`src/rtl/pw_cracker_pkg.sv`:
```
`default_nettype none
// ============================================================================
// pw_cracker_pkg : shared constants, FSM state type and index-to-ASCII map
// Rev 1.0
// ============================================================================
package pw_cracker_pkg;

  localparam int PW_LEN     = 4;
  localparam int ALPHA_SIZE = 36;
  localparam int IDX_W      = 6;
  localparam int DATA_W     = PW_LEN * 8;
  localparam int CNT_W      = 32;

  typedef enum logic [1:0] {
    IDLE = 2'd0,
    RUN  = 2'd1,
    DONE = 2'd2
  } state_t;

  // 0..25 -> 'a'..'z', 26..35 -> '0'..'9'
  function automatic logic [7:0] idx_to_ascii(input logic [IDX_W-1:0] idx);
    logic [7:0] w_idx;
    w_idx = {2'b00, idx};
    if (idx < IDX_W'(26))
      return 8'h61 + w_idx;
    else
      return 8'h30 + (w_idx - 8'd26);
  endfunction

endpackage
`default_nettype wire

```
`src/rtl/password_candidate_gen_if.sv`:
```
`default_nettype none
// ============================================================================
// password_candidate_gen_if : control and candidate-stream bundle
// Rev 1.0  (cand_count present only when CAND_COUNT_EN is defined)
// ============================================================================
interface password_candidate_gen_if;
  import pw_cracker_pkg::*;

  logic              start;
  logic [IDX_W-1:0]  from;
  logic [IDX_W-1:0]  to;
  logic              stop;
  logic              cand_valid;
  logic              cand_ready;
  logic [DATA_W-1:0] cand_data;
  logic              busy;
  logic              done;
  logic              range_err;
`ifdef CAND_COUNT_EN
  logic [CNT_W-1:0]  cand_count;
`endif

  modport master (
    input  start, from, to, stop, cand_ready,
`ifdef CAND_COUNT_EN
    output cand_count,
`endif
    output cand_valid, cand_data, busy, done, range_err
  );

  modport slave (
    output start, from, to, stop, cand_ready,
`ifdef CAND_COUNT_EN
    input  cand_count,
`endif
    input  cand_valid, cand_data, busy, done, range_err
  );

endinterface
`default_nettype wire

```
`src/rtl/pw_char_map.sv`:
```
`default_nettype none
// ============================================================================
// pw_char_map : combinational alphabet index -> ASCII byte
// Rev 1.0
// ============================================================================
module pw_char_map
  import pw_cracker_pkg::*;
(
  input  wire logic [IDX_W-1:0] i_idx,
  output logic      [7:0]       o_ascii
);

  assign o_ascii = idx_to_ascii(i_idx);

endmodule
`default_nettype wire

```
`src/rtl/password_candidate_gen.sv`:
```
`default_nettype none
// ============================================================================
// password_candidate_gen : odometer enumerator of PW_LEN-char candidates
// Rev 1.0  (optional transfer counter: define CAND_COUNT_EN)
// ============================================================================
module password_candidate_gen
  import pw_cracker_pkg::*;
(
  input  wire logic                 clk,
  input  wire logic                 rst,
  password_candidate_gen_if.master  bus
);

  state_t                        r_state, w_state_nxt;
  logic [PW_LEN-1:0][IDX_W-1:0]  r_idx, w_idx_nxt, w_idx_inc;
  logic [IDX_W-1:0]              r_to, w_to_nxt;
  logic                          r_valid, w_valid_nxt;
  logic                          r_busy, w_busy_nxt;
  logic                          r_done, w_done_nxt;
  logic                          r_rerr, w_rerr_nxt;
  logic                          w_cnt_clr;
  logic                          w_xfer;
  logic                          w_carry;
  logic                          w_last;
  logic                          w_range_ok;
  logic [DATA_W-1:0]             w_data;

  assign w_xfer     = r_valid & bus.cand_ready;
  assign w_range_ok = (bus.from <= bus.to) && (bus.to < IDX_W'(ALPHA_SIZE));
  assign w_last     = w_carry && (r_idx[0] == r_to);

  // Ripple increment from the last char; w_carry ends high when every
  // non-first position sits at ALPHA_SIZE-1.
  always_comb begin
    w_idx_inc = r_idx;
    w_carry   = 1'b1;
    for (int i = PW_LEN - 1; i >= 1; i--) begin
      if (w_carry) begin
        if (r_idx[i] == IDX_W'(ALPHA_SIZE - 1)) begin
          w_idx_inc[i] = '0;
        end else begin
          w_idx_inc[i] = r_idx[i] + IDX_W'(1);
          w_carry      = 1'b0;
        end
      end
    end
    if (w_carry)
      w_idx_inc[0] = r_idx[0] + IDX_W'(1);
  end

  always_ff @(posedge clk or posedge rst) begin
    if (rst)
      r_state <= IDLE;
    else
      r_state <= w_state_nxt;
  end

  always_comb begin
    w_state_nxt = r_state;
    w_idx_nxt   = r_idx;
    w_to_nxt    = r_to;
    w_valid_nxt = r_valid;
    w_busy_nxt  = r_busy;
    w_done_nxt  = r_done;
    w_rerr_nxt  = r_rerr;
    w_cnt_clr   = 1'b0;
    case (r_state)
      IDLE, DONE: begin
        if (bus.start) begin
          if (w_range_ok) begin
            w_state_nxt  = RUN;
            w_idx_nxt    = '0;
            w_idx_nxt[0] = bus.from;
            w_to_nxt     = bus.to;
            w_valid_nxt  = 1'b1;
            w_busy_nxt   = 1'b1;
            w_done_nxt   = 1'b0;
            w_rerr_nxt   = 1'b0;
            w_cnt_clr    = 1'b1;
          end else begin
            w_state_nxt  = DONE;
            w_valid_nxt  = 1'b0;
            w_busy_nxt   = 1'b0;
            w_done_nxt   = 1'b1;
            w_rerr_nxt   = 1'b1;
          end
        end
      end
      RUN: begin
        if (bus.stop || (w_xfer && w_last)) begin
          w_state_nxt = DONE;
          w_valid_nxt = 1'b0;
          w_busy_nxt  = 1'b0;
          w_done_nxt  = 1'b1;
        end else if (w_xfer) begin
          w_idx_nxt = w_idx_inc;
        end
      end
      default: w_state_nxt = IDLE;
    endcase
  end

  always_ff @(posedge clk or posedge rst) begin
    if (rst) begin
      r_idx   <= '0;
      r_to    <= '0;
      r_valid <= 1'b0;
      r_busy  <= 1'b0;
      r_done  <= 1'b0;
      r_rerr  <= 1'b0;
    end else begin
      r_idx   <= w_idx_nxt;
      r_to    <= w_to_nxt;
      r_valid <= w_valid_nxt;
      r_busy  <= w_busy_nxt;
      r_done  <= w_done_nxt;
      r_rerr  <= w_rerr_nxt;
    end
  end

  for (genvar g = 0; g < PW_LEN; g++) begin : g_char
    pw_char_map u_map (
      .i_idx   (r_idx[g]),
      .o_ascii (w_data[(PW_LEN-g)*8-1 -: 8])
    );
  end

  // Outside a valid beat the bus shows zero rather than stale indices.
  assign bus.cand_data  = r_valid ? w_data : '0;
  assign bus.cand_valid = r_valid;
  assign bus.busy       = r_busy;
  assign bus.done       = r_done;
  assign bus.range_err  = r_rerr;

`ifdef CAND_COUNT_EN
  logic [CNT_W-1:0] r_cnt, w_cnt_nxt;

  always_comb begin
    w_cnt_nxt = r_cnt;
    if (w_cnt_clr)
      w_cnt_nxt = '0;
    else if (w_xfer && (r_cnt != '1))
      w_cnt_nxt = r_cnt + CNT_W'(1);
  end

  always_ff @(posedge clk or posedge rst) begin
    if (rst)
      r_cnt <= '0;
    else
      r_cnt <= w_cnt_nxt;
  end

  assign bus.cand_count = r_cnt;
`endif

endmodule
`default_nettype wire

```
`src/flat_wrapper.sv`:
```
// flat-port wrapper written by rule: the top's interface ports become plain ports
module password_candidate_gen_flat import pw_cracker_pkg::*;
  (clk, rst, bus_start, bus_from, bus_to, bus_stop, bus_cand_ready, bus_cand_valid, bus_cand_data, bus_busy, bus_done, bus_range_err);
  password_candidate_gen_if bus_i ();
  input  wire logic clk;
  input  wire logic rst;
  input wire logic [$bits(bus_i.start)-1:0] bus_start;
  input wire logic [$bits(bus_i.from)-1:0] bus_from;
  input wire logic [$bits(bus_i.to)-1:0] bus_to;
  input wire logic [$bits(bus_i.stop)-1:0] bus_stop;
  input wire logic [$bits(bus_i.cand_ready)-1:0] bus_cand_ready;
  output wire logic [$bits(bus_i.cand_valid)-1:0] bus_cand_valid;
  output wire logic [$bits(bus_i.cand_data)-1:0] bus_cand_data;
  output wire logic [$bits(bus_i.busy)-1:0] bus_busy;
  output wire logic [$bits(bus_i.done)-1:0] bus_done;
  output wire logic [$bits(bus_i.range_err)-1:0] bus_range_err;
  assign bus_i.start = bus_start;
  assign bus_i.from = bus_from;
  assign bus_i.to = bus_to;
  assign bus_i.stop = bus_stop;
  assign bus_i.cand_ready = bus_cand_ready;
  assign bus_cand_valid = bus_i.cand_valid;
  assign bus_cand_data = bus_i.cand_data;
  assign bus_busy = bus_i.busy;
  assign bus_done = bus_i.done;
  assign bus_range_err = bus_i.range_err;
  password_candidate_gen u_core (.clk(clk), .rst(rst), .bus(bus_i));
endmodule
```
`config.mk`:
```
export PLATFORM = sky130hd
export DESIGN_NAME = password_candidate_gen_flat
export DESIGN_NICKNAME = d
export VERILOG_FILES = /design/src/rtl/pw_cracker_pkg.sv /design/src/rtl/password_candidate_gen_if.sv /design/src/rtl/pw_char_map.sv /design/src/rtl/password_candidate_gen.sv /design/src/flat_wrapper.sv
export SDC_FILE = /design/constraint.sdc
export NUM_CORES = 1
export LEC_CHECK = 0
export BUFFER_PORTS_ARGS = -buffer_cell sky130_fd_sc_hd__buf_4
export CAP_MARGIN = 20
export CORE_MARGIN = 8
export CORE_UTILIZATION = 50
export DETAILED_ROUTE_END_ITERATION = 10
export GPL_TIMING_DRIVEN = 1
export PLACE_DENSITY = 0.71
export SETUP_SLACK_MARGIN = 0.3
export SLEW_MARGIN = 20
export SYNTH_ARGS = -nofsm -noshare
export SYNTH_HDL_FRONTEND = slang
export SYNTH_SLANG_ARGS = --single-unit
```
`constraint.sdc`:
```
create_clock -name clk -period 3 [get_ports clk]
set_input_delay 0.6 -clock clk [delete_from_list [all_inputs] [get_ports clk]]
set_output_delay 0.6 -clock clk [all_outputs]
set_load 0.02 [all_outputs]
```
After elaboration in Yosys (flattened, before gate mapping). Cells that the tools add are included.

Reductions and logical operators: 15. Magnitude comparators: 6. Bitwise gates (word level): 1. Add/subtract/negate cells: 16. Equality and inequality tests: 14. Muxes and demuxes: 33.

Operator list (number): 24-bit 2-to-1 mux (4); 24-bit case mux with 2 select lines (1); 6-bit 2-to-1 mux (6); 7-bit by 6-bit adder with 8-bit output, first input constant (4); 7-bit by 7-bit adder with 8-bit output, first input constant (4); 32-bit 2-to-1 mux (1); 8-bit 2-to-1 mux (4); 6-bit by 5-bit subtractor with 7-bit output, second input constant (4); 6-bit by 1-bit adder with 6-bit output, second input constant (4); 6-bit by 5-bit less-than comparator with 1-bit output, second input constant (4); 6-bit == test, second input constant (3); 6-bit AND reduction (3); 1-bit 2-to-1 mux (11); 2-bit by 1-bit inequality test with 1-bit output, second input constant (4); 2-bit inequality test, second input constant (4); 6-bit == test (1); 6-bit less-or-equal comparator (1); 6-bit less-than comparator, second input constant (1); 2-bit 2-to-1 mux (3); 3-bit AND reduction (2); 5-bit AND reduction (1); 1-bit case mux with 2 select lines (2); 2-bit case mux with 2 select lines (1); 2-bit AND reduction (2); other kinds (8) (10).

Output and inout bits: 36. Input port bits: 17. Logic and storage cells: 94. Register bits after elaboration: 35.

Longest topological paths before layout.
Depth after elaboration: 9. Depth in mapped cells: 10. Mapped depth without buffers: 8.

By module. From an unflattened synthesis, not the netlist that was laid out.

Cell total of the unflattened synthesis: 425. Area, all modules: 3629.7 um^2.

Modules (own cells, without submodules): password_candidate_gen (seq. area each 875.8 um^2, cells an instance 272, times used 1, area an instance 2423.6 um^2); pw_char_map (u_core.g_char[0].u_map ...) (seq. area each 0.0 um^2, cells an instance 39, times used 3, area an instance 307.8 um^2); pw_char_map (u_core.g_char[1].u_map) (seq. area each 0.0 um^2, cells an instance 36, times used 1, area an instance 282.8 um^2).

Least setup slack after synthesis. OpenSTA, ideal clock, no wires.

Path kind: register to output. From: register u_core.r_idx[14] (netlist name). To: output bus_cand_data[13]. Cell stages (with the launch flop): 9. Buffers on the path: 1. Path slack: 320 ps. Data arrival time: 2080 ps. Required time: 2400 ps. Path through: dfrtp_1 buf_2 inv_1 ha_1 nand3b_1 xnor2_1 ha_1 nor2b_1 a211oi_1.

Word-level cells in the longest chain between the ends: 4. Elaborated cells between the ends (all ways): 6. Those cells by class: 3 x add/sub; 1 x order compare; 2 x mux.

RTL lines: start, declared (RTL line password_candidate_gen.sv:15) `logic [PW_LEN-1:0][IDX_W-1:0] r_idx, w_idx_nxt, w_idx_inc;`; start signal, assigned (RTL line password_candidate_gen.sv:112) `r_idx <= w_idx_nxt;`; 6-bit by 5-bit subtractor with 7-bit output (RTL line pw_cracker_pkg.sv:27) `return 8'h30 + (w_idx - 8'd26);`; 7-bit by 7-bit adder with 8-bit output (RTL line pw_cracker_pkg.sv:27); 8-bit 2-to-1 mux (*) (RTL line pw_cracker_pkg.sv:24) `if (idx < IDX_W'(26))`; 32-bit 2-to-1 mux (*) (RTL line password_candidate_gen.sv:129) `assign bus.cand_data = r_valid ? w_data : '0;`; end, declared (RTL line flat_wrapper.sv:13) `output wire logic [$bits(bus_i.cand_data)-1:0] bus_cand_data;`.

Mark *: on every way between the ends. The rest lies on a longest branch, timed or not.

Worst setup path after layout.
From: register u_core.r_idx[13] (netlist name). To: output bus_cand_data[14].

Same word-level chain as after synthesis.

==> summary.txt <==
Flops & latches, synth - 35
Avg Inst Size Synth - 8.04 um2
Vias per Instance - 5.85
Setup total negative slack - 0 ps
VDD IR max - 0.490 mV
Asr flop ratio synth - 1.00
Sequential fraction of the synthesis area - 0.274
Post-synthesis simple-gate area fraction - 0.236
Area post-placement - 3670 um2
Power Dens Cells - 556 nW/um2
Routability cong. - 0.888
Number of fill cells - 557
Antenna viol nets, final - 0
Antenna diodes - 0
Root Driver - clkbuf_8
Final worst-path cycle share - 0.928
First-pass GRT wire length - 14300 um
Number of global-route vias before repair - 3080
Maximum number of pins on one net before global-route repair - 36
Worst path arrival time - 2190 ps
Starting DRT DRC Count - 278
Status - complete, no violations
DP Wirelength - 6270 um
Final hold viol count - 0
Post-synth top area cell - dfrtp_1
Synthesized cell area - 3200 um2
Chip Height - 96.0 um
Min cycle time layout - 2790 ps
Clock-pin slew on the worst setup and hold paths - 70 ps
Compound-gate portion of the synthesized area - 0.214
Post-Syn Nets - 437
Clock tree buffer depth - 2
DRC errors left - 0
Overall Power - 2.22 mW
Worst-Skew Late Latency - 290 ps
CP Max Fanout - 3
Final cell count without fillers - 538
Post-route cell area - 4000 um2
CTS tree - built
H-tree depth - 2
Share of layout cells above drive strength 1 - 0.308
Final worst slack - 215 ps
Xor and xnor fraction of the mapped netlist area - 0.0767
I/O pin count - 53
Pleak - 1.80 nW
Average wire per cell in the routed design - 15.8 um
Synth cell types - 59
Core Area - 6280 um2
Most common cell in the netlist - nor2_1
Grt total ovfl - 0
Worst setup EP type - output port
GR Util All Layers - 0.192
Worst Hold Class - input pin to async pin
Maximum clock frequency - 359 MHz
Area contributors post-synth - dfrtp_1 (27%), ha_1 (8.6%), nor2_1 (6.6%), nand2_1 (4.5%), xor2_1 (4.4%)
Top_reg_cell synth - dfrtp_1
Pre-CTS setup slack - -34.6 ps
Slew headroom - 0.433
CP Data Required Time - 2400 ps
YS warnings - 0
Initial antenna violation count - 0
Worst Skew - 1.77 ps
Worst hold slack - 404 ps
Worst-Margin Slew - 847 ps
Port Buffer Count - 52
Unrepaired setup endpoints after global routing - yes
Synth top cells by count - nor2_1 (56), nand2_1 (38), dfrtp_1 (35), a21oi_1 (25), o21ai_0 (23)
Post-Synth Adder-Cell Area - 0.0861
Die X - 96.0 um
Largest family of logic cells by synthesized area - simple AND/OR/NAND/NOR gates
Reg2Reg Setup Slack - 400 ps
Post-synth EDFFs - 0
Kind of critical path - register to output port
DP Cell Count - 514
Post-synthesis to final-layout area growth - 25.0%
Post-synthesis mux area share - 0.0528
# Max-Cap Violations - 0
Synth top area share - 0.274
Post-Synthesis Cells - 398
Vias - 3146
Endpoints failing setup - 0
CTS Buf Count - 5
Final slew viol count - 0
Clock sink count - 35
Row count - 29
Pre-Repair DR Iteration Count - 4
Die footprint - 9210 um2
Routed wire length - 8500 um
Post-layout util - 0.637
Initial Utilization - 0.509
Final nets - 500
Startpoint Class - register
==> layout by cell type (no fill, tap or decap), types with 5 or more instances in the layout <==
cell type	count
nor3_1	5
o21ai_0	21
inv_1	14
a31oi_1	12
xor2_1	16
ha_1	17
mux2_2	7
clkbuf_8	6
nand3_1	7
mux2i_1	8
dfrtp_1	25
a21oi_1	24
a211oi_1	9
nor2_1	54
dfrtp_2	10
buf_4	84
xnor2_1	12
nand4_1	5
nand2_1	37
and3_1	8
==> critical path: stages (launching register included) <==
cell	delay (ps)
dfrtp_1	360
inv_2	60
ha_4	150
nand3b_1	190
xnor2_1	160
ha_2	190
or4_1	400
a21oi_1	160
nor3_1	60
buf_4	170
==> sequential cells by signal, summed over array words and instances, names as in the netlist <==
name	flops
u_core.r_state	2
u_core.r_idx	24
u_core.bus.range_err	1
u_core.r_to	6
u_core.bus.done	1
u_core.bus.cand_valid	1
==> routing by layer <==
metal / track usage / vias to the layer above / wire, um
met5: 0 / - / 0
met4: 0.0448 / 0 / 114
met3: 0.0335 / 13 / 443
met2: 0.343 / 102 / 4370
met1: 0.233 / 1476 / 3570
li1: - / 1555 / -
==> report_power, final <==
group	internal (mW)	switching [mW]
Combinational	0.545	0.610
Clock	0.180	0.171
Sequential	0.568	0.150
Total	1.29	0.931
==> path summary, 6_finish.rpt <==
check / startpoint / to / cells past startpoint
max reg2reg: u_core.r_idx[13]$_DFFE_PP0P_ / u_core.r_idx[9]$_DFFE_PP0P_ / 8
min: rst / u_core.r_to[3]$_DFFE_PP0P_ / 3
max: u_core.r_idx[13]$_DFFE_PP0P_ / bus_cand_data[14] / 9
min in group clk: u_core.bus.range_err$_DFFE_PP0P_ / u_core.bus.range_err$_DFFE_PP0P_ / 2
max in group asynchronous: rst / u_core.r_idx[22]$_DFFE_PP0P_ / 3
min reg2reg: u_core.bus.range_err$_DFFE_PP0P_ / u_core.bus.range_err$_DFFE_PP0P_ / 2
==> repair_timing <==
action,4_1_cts,5_1_grt
pin swaps,5,6
setup endpoints to repair,13,30
hold buffers,0,0
setup buffers,5,12
gates resized for setup,18,20
==> layout make-up <==
| type | count | area (um2) | area share |
|---|---|---|---|
| inverters | 18 | 67.6 | 0.0169 |
| flip-flops and latches | 35 | 888 | 0.222 |
| clock buffers | 6 | 82.6 | 0.0207 |
| repair buffers | 84 | 631 | 0.158 |
| multi-input cells | 317 | 2230 | 0.557 |
| well taps | 77 | 96.3 | 0.0241 |
| clock inverters | 1 | 5.00 | 0.00125 |
==> cells by family (layout without fill, tap and decap cells) <==
logic type	after synthesis	count (layout)
AOI/OAI and AO/OA	103	103
xor gates and xnor gates	28	28
adders and majority gates	22	22
buffers and inverters	46	109
DFF	35	35
muxes	16	16
and+or+nand+nor	148	148
(Power assumes the default switching activity.)
